`src/rtl/uart_pkg.sv`:
```
// Shared UART types and helpers, used by the TX frame block and the future RX frame block.
package uart_pkg;

    typedef enum logic [1:0] {
        PAR_NONE = 2'd0,
        PAR_ODD  = 2'd1,
        PAR_EVEN = 2'd2
    } parity_e;

    typedef enum logic [2:0] {
        IDLE   = 3'd0,
        START  = 3'd1,
        DATA   = 3'd2,
        PARITY = 3'd3,
        STOP   = 3'd4
    } tx_state_e;

    // Narrower words are zero-extended by the caller, which leaves the XOR unchanged.
    function automatic logic calc_parity(input logic [8:0] data, input parity_e mode);
        logic result;
        case (mode)
            PAR_EVEN: result = ^data;
            PAR_ODD:  result = ~^data;
            default:  result = 1'b0;
        endcase
        return result;
    endfunction

endpackage

```
`src/rtl/uart_tx_frame_if.sv`:
```
// Valid/ready word handshake between a producer and the UART transmitter.
interface uart_tx_frame_if #(
    parameter int DATA_BITS = 8
);
    logic [DATA_BITS-1:0] tx_data;
    logic                 tx_valid;
    logic                 tx_ready;

    modport master (output tx_data, output tx_valid, input tx_ready);
    modport slave  (input tx_data, input tx_valid, output tx_ready);
endinterface

```
`src/rtl/uart_tx_frame_baud_gen.sv`:
```
// One-cycle baud tick generator: counts 0..div and ticks on the terminal count.
module uart_baud_gen #(
    parameter int DIV_WIDTH = 16
) (
    input  logic                 clock,
    input  logic                 reset,
    input  logic                 restart,
    input  logic [DIV_WIDTH-1:0] div,
    output logic                 tick
);

    logic [DIV_WIDTH-1:0] cnt_q;
    logic [DIV_WIDTH-1:0] cnt_d;

    assign tick = (cnt_q == div);

    // Next count: restart at frame accept, wrap after the terminal count.
    always_comb begin
        cnt_d = cnt_q;
        if (restart) begin
            cnt_d = {DIV_WIDTH{1'b0}};
        end else if (tick) begin
            cnt_d = {DIV_WIDTH{1'b0}};
        end else begin
            cnt_d = cnt_q + DIV_WIDTH'(1'b1);
        end
    end

    // Counter register.
    always_ff @(posedge clock) begin
        if (reset) begin
            cnt_q <= {DIV_WIDTH{1'b0}};
        end else begin
            cnt_q <= cnt_d;
        end
    end

endmodule

```
`src/rtl/uart_tx_frame.sv`:
```
// Parametrised UART transmitter: start bit, DATA_BITS data bits LSB first, optional parity,
// one or two stop bits, each bit held for clock_div+1 system clocks.
module uart_tx_frame #(
    parameter int DATA_BITS = 8,
    parameter int PARITY    = 0,
    parameter int STOP_BITS = 1,
    parameter int DIV_WIDTH = 16
) (
    input  logic                 clock,
    input  logic                 reset,
    input  logic [DIV_WIDTH-1:0] clock_div,
    uart_tx_frame_if.slave       bus,
    output logic                 tx,
    output logic                 tx_busy,
    output logic                 tx_done
);

    localparam int IDX_W = $clog2(DATA_BITS);
    localparam logic [IDX_W-1:0] LAST_IDX = IDX_W'(DATA_BITS - 1);
    localparam logic TWO_STOP = (STOP_BITS == 2);
    localparam uart_pkg::parity_e PAR_MODE = (PARITY == 1) ? uart_pkg::PAR_ODD  :
                                             (PARITY == 2) ? uart_pkg::PAR_EVEN :
                                                             uart_pkg::PAR_NONE;

    if (DATA_BITS < 5 || DATA_BITS > 9) begin : g_bad_data_bits
        $error("uart_tx_frame: DATA_BITS must be 5..9");
    end
    if (PARITY < 0 || PARITY > 2) begin : g_bad_parity
        $error("uart_tx_frame: PARITY must be 0, 1 or 2");
    end
    if (STOP_BITS < 1 || STOP_BITS > 2) begin : g_bad_stop_bits
        $error("uart_tx_frame: STOP_BITS must be 1 or 2");
    end

    uart_pkg::tx_state_e  state_q, state_d;
    logic [DATA_BITS-1:0] shift_q, shift_d;
    logic [DIV_WIDTH-1:0] div_q,   div_d;
    logic [IDX_W-1:0]     idx_q,   idx_d;
    logic                 par_q,   par_d;
    logic                 stop_q,  stop_d;
    logic                 tx_q,    tx_d;
    logic                 busy_q,  busy_d;
    logic                 done_s;
    logic                 accept_s;
    logic                 tick_s;

    assign bus.tx_ready = (state_q == uart_pkg::IDLE);
    assign accept_s     = bus.tx_valid && bus.tx_ready;

    uart_baud_gen #(
        .DIV_WIDTH (DIV_WIDTH)
    ) u_baud (
        .clock   (clock),
        .reset   (reset),
        .restart (accept_s),
        .div     (div_q),
        .tick    (tick_s)
    );

    // Next-state, datapath updates and end-of-frame pulse; everything advances only on a tick.
    always_comb begin
        state_d = state_q;
        shift_d = shift_q;
        div_d   = div_q;
        idx_d   = idx_q;
        par_d   = par_q;
        stop_d  = stop_q;
        done_s  = 1'b0;
        case (state_q)
            uart_pkg::IDLE: begin
                if (accept_s) begin
                    state_d = uart_pkg::START;
                    shift_d = bus.tx_data;
                    div_d   = clock_div;
                    par_d   = uart_pkg::calc_parity(9'(bus.tx_data), PAR_MODE);
                    idx_d   = {IDX_W{1'b0}};
                    stop_d  = 1'b0;
                end else begin
                    state_d = uart_pkg::IDLE;
                end
            end
            uart_pkg::START: begin
                if (tick_s) begin
                    state_d = uart_pkg::DATA;
                    idx_d   = {IDX_W{1'b0}};
                end else begin
                    state_d = uart_pkg::START;
                end
            end
            uart_pkg::DATA: begin
                if (tick_s) begin
                    if (idx_q == LAST_IDX) begin
                        state_d = (PAR_MODE != uart_pkg::PAR_NONE) ? uart_pkg::PARITY
                                                                   : uart_pkg::STOP;
                        stop_d  = 1'b0;
                    end else begin
                        idx_d   = idx_q + IDX_W'(1'b1);
                        shift_d = {1'b0, shift_q[DATA_BITS-1:1]};
                    end
                end else begin
                    state_d = uart_pkg::DATA;
                end
            end
            uart_pkg::PARITY: begin
                if (tick_s) begin
                    state_d = uart_pkg::STOP;
                    stop_d  = 1'b0;
                end else begin
                    state_d = uart_pkg::PARITY;
                end
            end
            uart_pkg::STOP: begin
                if (tick_s) begin
                    if (TWO_STOP && !stop_q) begin
                        stop_d = 1'b1;
                    end else begin
                        state_d = uart_pkg::IDLE;
                        done_s  = 1'b1;
                    end
                end else begin
                    state_d = uart_pkg::STOP;
                end
            end
            default: begin
                state_d = uart_pkg::IDLE;
            end
        endcase
    end

    // Line level is registered from the state being entered, so tx changes with the state.
    always_comb begin
        tx_d   = 1'b1;
        busy_d = (state_d != uart_pkg::IDLE);
        case (state_d)
            uart_pkg::START:  tx_d = 1'b0;
            uart_pkg::DATA:   tx_d = shift_d[0];
            uart_pkg::PARITY: tx_d = par_q;
            default:          tx_d = 1'b1;
        endcase
    end

    // State and datapath registers.
    always_ff @(posedge clock) begin
        if (reset) begin
            state_q <= uart_pkg::IDLE;
            shift_q <= {DATA_BITS{1'b0}};
            div_q   <= {DIV_WIDTH{1'b0}};
            idx_q   <= {IDX_W{1'b0}};
            par_q   <= 1'b0;
            stop_q  <= 1'b0;
            tx_q    <= 1'b1;
            busy_q  <= 1'b0;
        end else begin
            state_q <= state_d;
            shift_q <= shift_d;
            div_q   <= div_d;
            idx_q   <= idx_d;
            par_q   <= par_d;
            stop_q  <= stop_d;
            tx_q    <= tx_d;
            busy_q  <= busy_d;
        end
    end

    assign tx      = tx_q;
    assign tx_busy = busy_q;
    assign tx_done = done_s & ~reset;

endmodule

```
`src/flat_wrapper.sv`:
```
// flat-port wrapper written by rule: the top's interface ports become plain ports
module uart_tx_frame_flat 
#(
    parameter int DATA_BITS = 8,
    parameter int PARITY    = 0,
    parameter int STOP_BITS = 1,
    parameter int DIV_WIDTH = 16
)
  (clock, reset, clock_div, tx, tx_busy, tx_done, bus_tx_data, bus_tx_valid, bus_tx_ready);
  uart_tx_frame_if #(.DATA_BITS(DATA_BITS)) bus_i ();
  input  logic clock;
  input  logic reset;
  input  logic [DIV_WIDTH-1:0] clock_div;
  output logic tx;
  output logic tx_busy;
  output logic tx_done;
  input wire logic [$bits(bus_i.tx_data)-1:0] bus_tx_data;
  input wire logic [$bits(bus_i.tx_valid)-1:0] bus_tx_valid;
  output wire logic [$bits(bus_i.tx_ready)-1:0] bus_tx_ready;
  assign bus_i.tx_data = bus_tx_data;
  assign bus_i.tx_valid = bus_tx_valid;
  assign bus_tx_ready = bus_i.tx_ready;
  uart_tx_frame #(.DATA_BITS(DATA_BITS), .PARITY(PARITY), .STOP_BITS(STOP_BITS), .DIV_WIDTH(DIV_WIDTH)) u_core (.clock(clock), .reset(reset), .clock_div(clock_div), .bus(bus_i), .tx(tx), .tx_busy(tx_busy), .tx_done(tx_done));
endmodule
```
`config.mk`:
```
export PLATFORM = sky130hd
export DESIGN_NAME = uart_tx_frame_flat
export DESIGN_NICKNAME = d
export VERILOG_FILES = /design/src/rtl/uart_pkg.sv /design/src/rtl/uart_tx_frame_if.sv /design/src/rtl/uart_tx_frame_baud_gen.sv /design/src/rtl/uart_tx_frame.sv /design/src/flat_wrapper.sv
export SDC_FILE = /design/constraint.sdc
export NUM_CORES = 1
export LEC_CHECK = 0
export ABC_AREA = 1
export CAP_MARGIN = 20
export CORE_MARGIN = 5
export CORE_UTILIZATION = 49
export CTS_CLUSTER_DIAMETER = 100
export DETAILED_ROUTE_END_ITERATION = 10
export PLACE_DENSITY = 0.75
export SETUP_SLACK_MARGIN = 0.4
export SLEW_MARGIN = 20
export SYNTH_ARGS = -nofsm -noshare
export SYNTH_HDL_FRONTEND = slang
export SYNTH_SLANG_ARGS = --single-unit
```
`constraint.sdc`:
```
create_clock -name clock -period 1.8 [get_ports clock]
set_clock_uncertainty 0.2 [all_clocks]
set_input_delay 0.18 -clock clock [delete_from_list [all_inputs] [get_ports clock]]
set_output_delay 0.18 -clock clock [all_outputs]
set_load 0.05 [all_outputs]
```
# Word level (Yosys, flattened, before mapping)
# Cells that the tools add are included.
# classes
n_addsub	2
n_eq_ne	13
muxes	19
bitwise	2
n_reduce_logical	10
# op_table
cell	n
two-way mux 3 bit	8
two-way mux 8 bit	3
adder 16 x 1 -> 16 bit (second input constant)	1
== test 16 bit	1
one-hot mux 8 bit (2 select lines)	1
one-hot mux 3 bit (5 select lines)	1
== test 3 x 2 -> 1 bit (second input constant)	4
one-hot mux 3 bit (3 select lines)	1
== test 3 x 1 -> 1 bit (second input constant)	2
== test 3 bit (second input constant)	2
nonzero test 3 bit	2
AND reduction 5 bit	1
!= test 2 x 1 -> 1 bit (second input constant)	2
!= test 2 bit (second input constant)	2
AND reduction 4 bit	1
adder 3 x 1 -> 3 bit (second input constant)	1
logical NOT 3 bit	1
two-way mux 1 bit	3
OR reduction 3 bit	1
two-way mux 2 bit	1
one-hot mux 1 bit (2 select lines)	1
AND reduction 2 bit	1
nonzero test 2 bit	1
OR reduction 2 bit	1
3 further kinds	3
# totals
register_bits	48
input_bits	27
output_inout_bits	4
elab_cells	54

# Longest topological paths before layout
# depth
depth_word	7
depth_mapped	13
ltp_nobuf	13

# By module
# From an unflattened synthesis, not the netlist that was laid out.
# unflattened
cells_unflattened	372
area_unflattened_um2	2426.1
# modules_own_cells
mod	instances	cells_per_inst	area_each_um2	seq_area_each_um2
uart_tx_frame	1	192	1366.3	640.6
uart_baud_gen	1	180	1059.8	320.3

# Worst setup path before layout
# No wires, ideal clock.
# synth_path
path_type	reg-to-output
from	reg u_core.u_baud.cnt_q[3]
to	out tx_done
arrival_time_ns	2.000
required_time_ns	1.420
slack_ns	-0.580
path_stages_with_launch	9
n_path_buf	0
path_cell_list	dfxtp_1 inv_1 nand2_1 nand2_1 nor2_1 nand2_1 nor2_1 nand2_2 nor3_1
# synth_between
elab_chain_cells	4
# synth_rtl
element	line_no	rtl
from (decl)	uart_tx_frame_baud_gen.sv:12	logic [DIV_WIDTH-1:0] cnt_q;
from (signal assigned)	uart_tx_frame_baud_gen.sv:32	cnt_q <= {DIV_WIDTH{1'b0}};
from (signal assigned)	uart_tx_frame_baud_gen.sv:34	cnt_q <= cnt_d;
== test 16 bit	uart_tx_frame_baud_gen.sv:15	assign tick = (cnt_q == div);
two-way mux 1 bit	uart_tx_frame.sv:113	if (tick_s) begin
two-way mux 1 bit	uart_tx_frame.sv:69	case (state_q)
bitwise AND 1 bit	uart_tx_frame.sv:167	assign tx_done = done_s & ~reset;
to (decl)	flat_wrapper.sv:16	output logic tx_done;
# No other way between the ends.

# Worst setup path in the final report
# layout_path
from	reg u_core.u_baud.cnt_q[2]
to	out tx_done
# The elaborated chain is that of the path after synthesis.

==> out/metrics.yaml <==
floorplan:
  dieArea_sq_um: 6250
  core_area_sq_um: 4690
  initial_utilization_pct: 49.8
  fp-row-count: 25
  pin_count: 31
  die_y_um: 79.1
  die_x_um: 79.1
power:
  p_switching_w: 0.000988
  share_comb_of_total_power_pct: 33.4
  p_seq_share_pct: 40.8
  p_leak_nw: 1.85
  power.density_nw_per_um2: 702
  p_clk_share_pct: 25.8
  irDropWorstVdd_uv: 619
  switching_share_pct: 33.6
  internal_power_w: 0.00195
place:
  placed_area_sq_um: 3220
  gp_congestion: 0.862
  post-place-ws_ps: -102
  dp_hpwl_um: 4200
  io_buffers: 30
clocking:
  clk_latency_ps: 310
  clkTransAtPathRegs_ps: 100
  clockRootBuffer: "clkbuf_8"
  ctsHoldBuffers: 0
  cts_buffer_depth: 2
  cts_htree_levels: 2
  cts_tree: "built"
  cts_made_buffers: 5
  clock-sinks: 48
synthesis:
  yosysSeqAreaShare_pct: 41.1
  ys_warn_count: 0
  synth_area_sq_um: 2340
  syn-num-nets: 385
  synth_seq_cells: 48
  synth_cell_types: 24
  avgSynthCellArea_sq_um: 6.58
  netlist_instances: 355
critical_path:
  crit_arrival_ps: 1880
  crit_start: "u_core.u_baud.cnt_q[2]$_SDFF_PP0_"
  critPathMaxFanout: 3
  endpoint_kind: "output port"
  cp_cell_sequence: "inv_1 > nand2_1 > nand2_1 > nor2_2 > nand2_2 > nor2_4 > nand2_4 > buf_6 > nor3_4 > buf_12"
  slowest_delay_ps: 380
  worstReg2RegEnd: "u_core.u_baud.cnt_q[11]$_SDFF_PP0_"
  r2r_slack_ps: -450
  crit_path_end: "tx_done"
  crit_top_cell: "nand2_1"
  critPathSlowestCell: "dfxtp_4"
  ff2ff_path_depth: 14
  reg2reg_from: "u_core.u_baud.cnt_q[2]$_SDFF_PP0_"
  cp.required_ps: 1420
  cp-start-kind: "flip-flop"
  crit_type: "reg -> out"
global_route:
  grt_max_degree: 15
  overflow: 0
  antenna_found_initial: 0
  grt_pass1_wl_um: 14000
  grt_use_total_pct: 28.9
  grt_pass1_vias: 2932
timing:
  final-setup-viol-count: 33
  finalCritPeriodShare_pct: 126
  layout_min_cycle_time_ps: 2260
  fmax_ghz: 0.442
  setup_ws_ps: -462
  hold_viol: 0
  tightest_slew_ps: 553
  grt_setup_unrepaired: "true"
  drv_slew: 0
  relSlewSlack_pct: 63.0
layout:
  nets: 500
  multi_input_comb_area_sq_um: 1690
  fin_area_sq_um: 4180
  regArea_sq_um: 1000
  antenna_cells: 0
  area_delta_synth_final_pct: 78.9
  fill_cells: 200
  post-route-util_pct: 89.1
  layout-drive-gt1-share_pct: 50.7
drt:
  viasPerCell: 6.00
  wl_per_cell_um: 20.1
  ant_nets: 0
  vias: 3148
  drt-met1-wl_um: 3630
  highest_layer: "met4"
  wl_met2_um: 5100
  drtIter0Drc: 314
  routed_wl_um: 10500
  dr_wl_met3_um: 938
  dr.pass1.iters: 5
  drcViolationCount: 0
status:
  violations: "negative setup slack"
  outcome: "complete, but fails checks"
worst_hold_path:
  min_path_type: "in -> reg"
flow_run:
  max_cap_violations: 0
## worst max-delay path, delay by kind of cell, from the launching register on
kind / cells / cell delay (ps)
flip-flops: 1 / 380
buffers and inverters: 3 / 340
AND/OR/NAND/NOR: 7 / 840
## what timing repair did
item / CTS / global route
gates resized for setup: 65 / 73
pin swaps: 29 / 24
gates cloned: 4 / 0
setup endpoints to repair: 50 / 50
buffers inserted: 29 / 8
## synthesized netlist by cell type, drive strengths merged
library cell | count | area (sq um)
clkinv | 2 | 7.51
buf | 1 | 5.00
nand3 | 14 | 75.1
o21a | 1 | 7.51
ha | 3 | 37.5
and2 | 6 | 37.5
nand4 | 8 | 50.1
dfxtp | 48 | 961
o21ai | 20 | 100
o21bai | 5 | 37.5
nand2 | 114 | 433
nor3 | 6 | 35.0
a21oi | 35 | 175
or2 | 3 | 23.8
inv | 45 | 169
clkbuf | 7 | 26.3
nor2 | 35 | 139
xor2 | 2 | 17.5
## cell usage in the layout, fill, tap and decap left out, types with 6 or more instances in the layout
| cell type | instances |
|---|---|
| nor2_1 | 14 |
| dfxtp_1 | 26 |
| nand2_1 | 85 |
| inv_2 | 12 |
| o21ai_2 | 14 |
| nor2_4 | 9 |
| nand2_4 | 12 |
| buf_6 | 13 |
| nand2_2 | 17 |
| nor2_2 | 12 |
| nand3_1 | 7 |
| buf_12 | 8 |
| buf_4 | 64 |
| a21oi_1 | 16 |
| nand3_2 | 6 |
| a21oi_2 | 17 |
| clkdlybuf4s50_1 | 26 |
| dfxtp_2 | 17 |
| nand4_1 | 8 |
| inv_1 | 33 |
## layout make-up
type                       count  area share [%]
multi-input combinational    253            40.4
timing repair buffer         114            26.7
sequential                    48            23.9
inverter                      47            4.64
clock buffer                   7            2.33
tap                           54            1.62
timing repair inverter         1           0.209
clock inverter                 1           0.120
## stage by stage
step                      hold slack [ps]  TNS (ps)  instances  power [W]
after floorplan                      79.3         0        355    0.00155
after global placement                243      -400        476    0.00175
after detailed placement              255      -940        476    0.00177
after CTS                             237     -5300        517    0.00271
after global routing                  219    -12720        525    0.00304
final                                 227    -11650        525    0.00294
## kinds of logic (layout without fill, tap and decap cells)
| kind of cell | Yosys count | after routing | synth area share, % |
|---|---|---|---|
| simple gates | 186 | 187 | 33.9 |
| compound gates | 61 | 61 | 13.7 |
| buf+inv | 55 | 170 | 8.89 |
| flops | 48 | 48 | 41.1 |
| fa+ha+maj | 3 | 3 | 1.61 |
| xor+xnor | 2 | 2 | 0.750 |
## worst min path at each step
stage | startpoint | end | slack, ps | cells after the start
floorplan | reset | u_core.tx_busy$_SDFF_PP0_ | 80 | 1
global placement | u_core.shift_q[1]$_SDFFE_PP0P_ | u_core.shift_q[1]$_SDFFE_PP0P_ | 240 | 2
detailed placement | u_core.u_baud.cnt_q[0]$_SDFF_PP0_ | u_core.u_baud.cnt_q[0]$_SDFF_PP0_ | 250 | 1
CTS | bus_tx_data[7] | u_core.shift_q[7]$_SDFFE_PP0P_ | 240 | 3
global route | bus_tx_data[7] | u_core.shift_q[7]$_SDFFE_PP0P_ | 220 | 3
finish | bus_tx_data[7] | u_core.shift_q[7]$_SDFFE_PP0P_ | 230 | 3
## per-layer routing
| layer | up-vias | track usage (%) |
|---|---|---|
| met5 | - | 0 |
| met4 | 0 | 18.7 |
| met3 | 102 | 6.69 |
| met2 | 263 | 51.0 |
| met1 | 1428 | 30.6 |
| li1 | 1355 | - |
## flip-flops by register name, summed over array words and instances, names as in the netlist
register / cells
u_core.idx_q: 3
u_core.shift_q: 8
u_core.tx_busy: 1
u_core.div_q: 16
u_core.tx: 1
u_core.u_baud.cnt_q: 16
u_core.state_q: 3
## power groups by stage
stage	Clock (W)	Combinational [W]	Sequential, W
after floorplan	0	0.000336	0.00122
after global placement	0	0.000546	0.00121
after detailed placement	0	0.000559	0.00121
after CTS	0.000747	0.000781	0.00118
after global routing	0.000810	0.00103	0.00121
final	0.000756	0.000980	0.00120
Power figures use the tool's default switching activity.
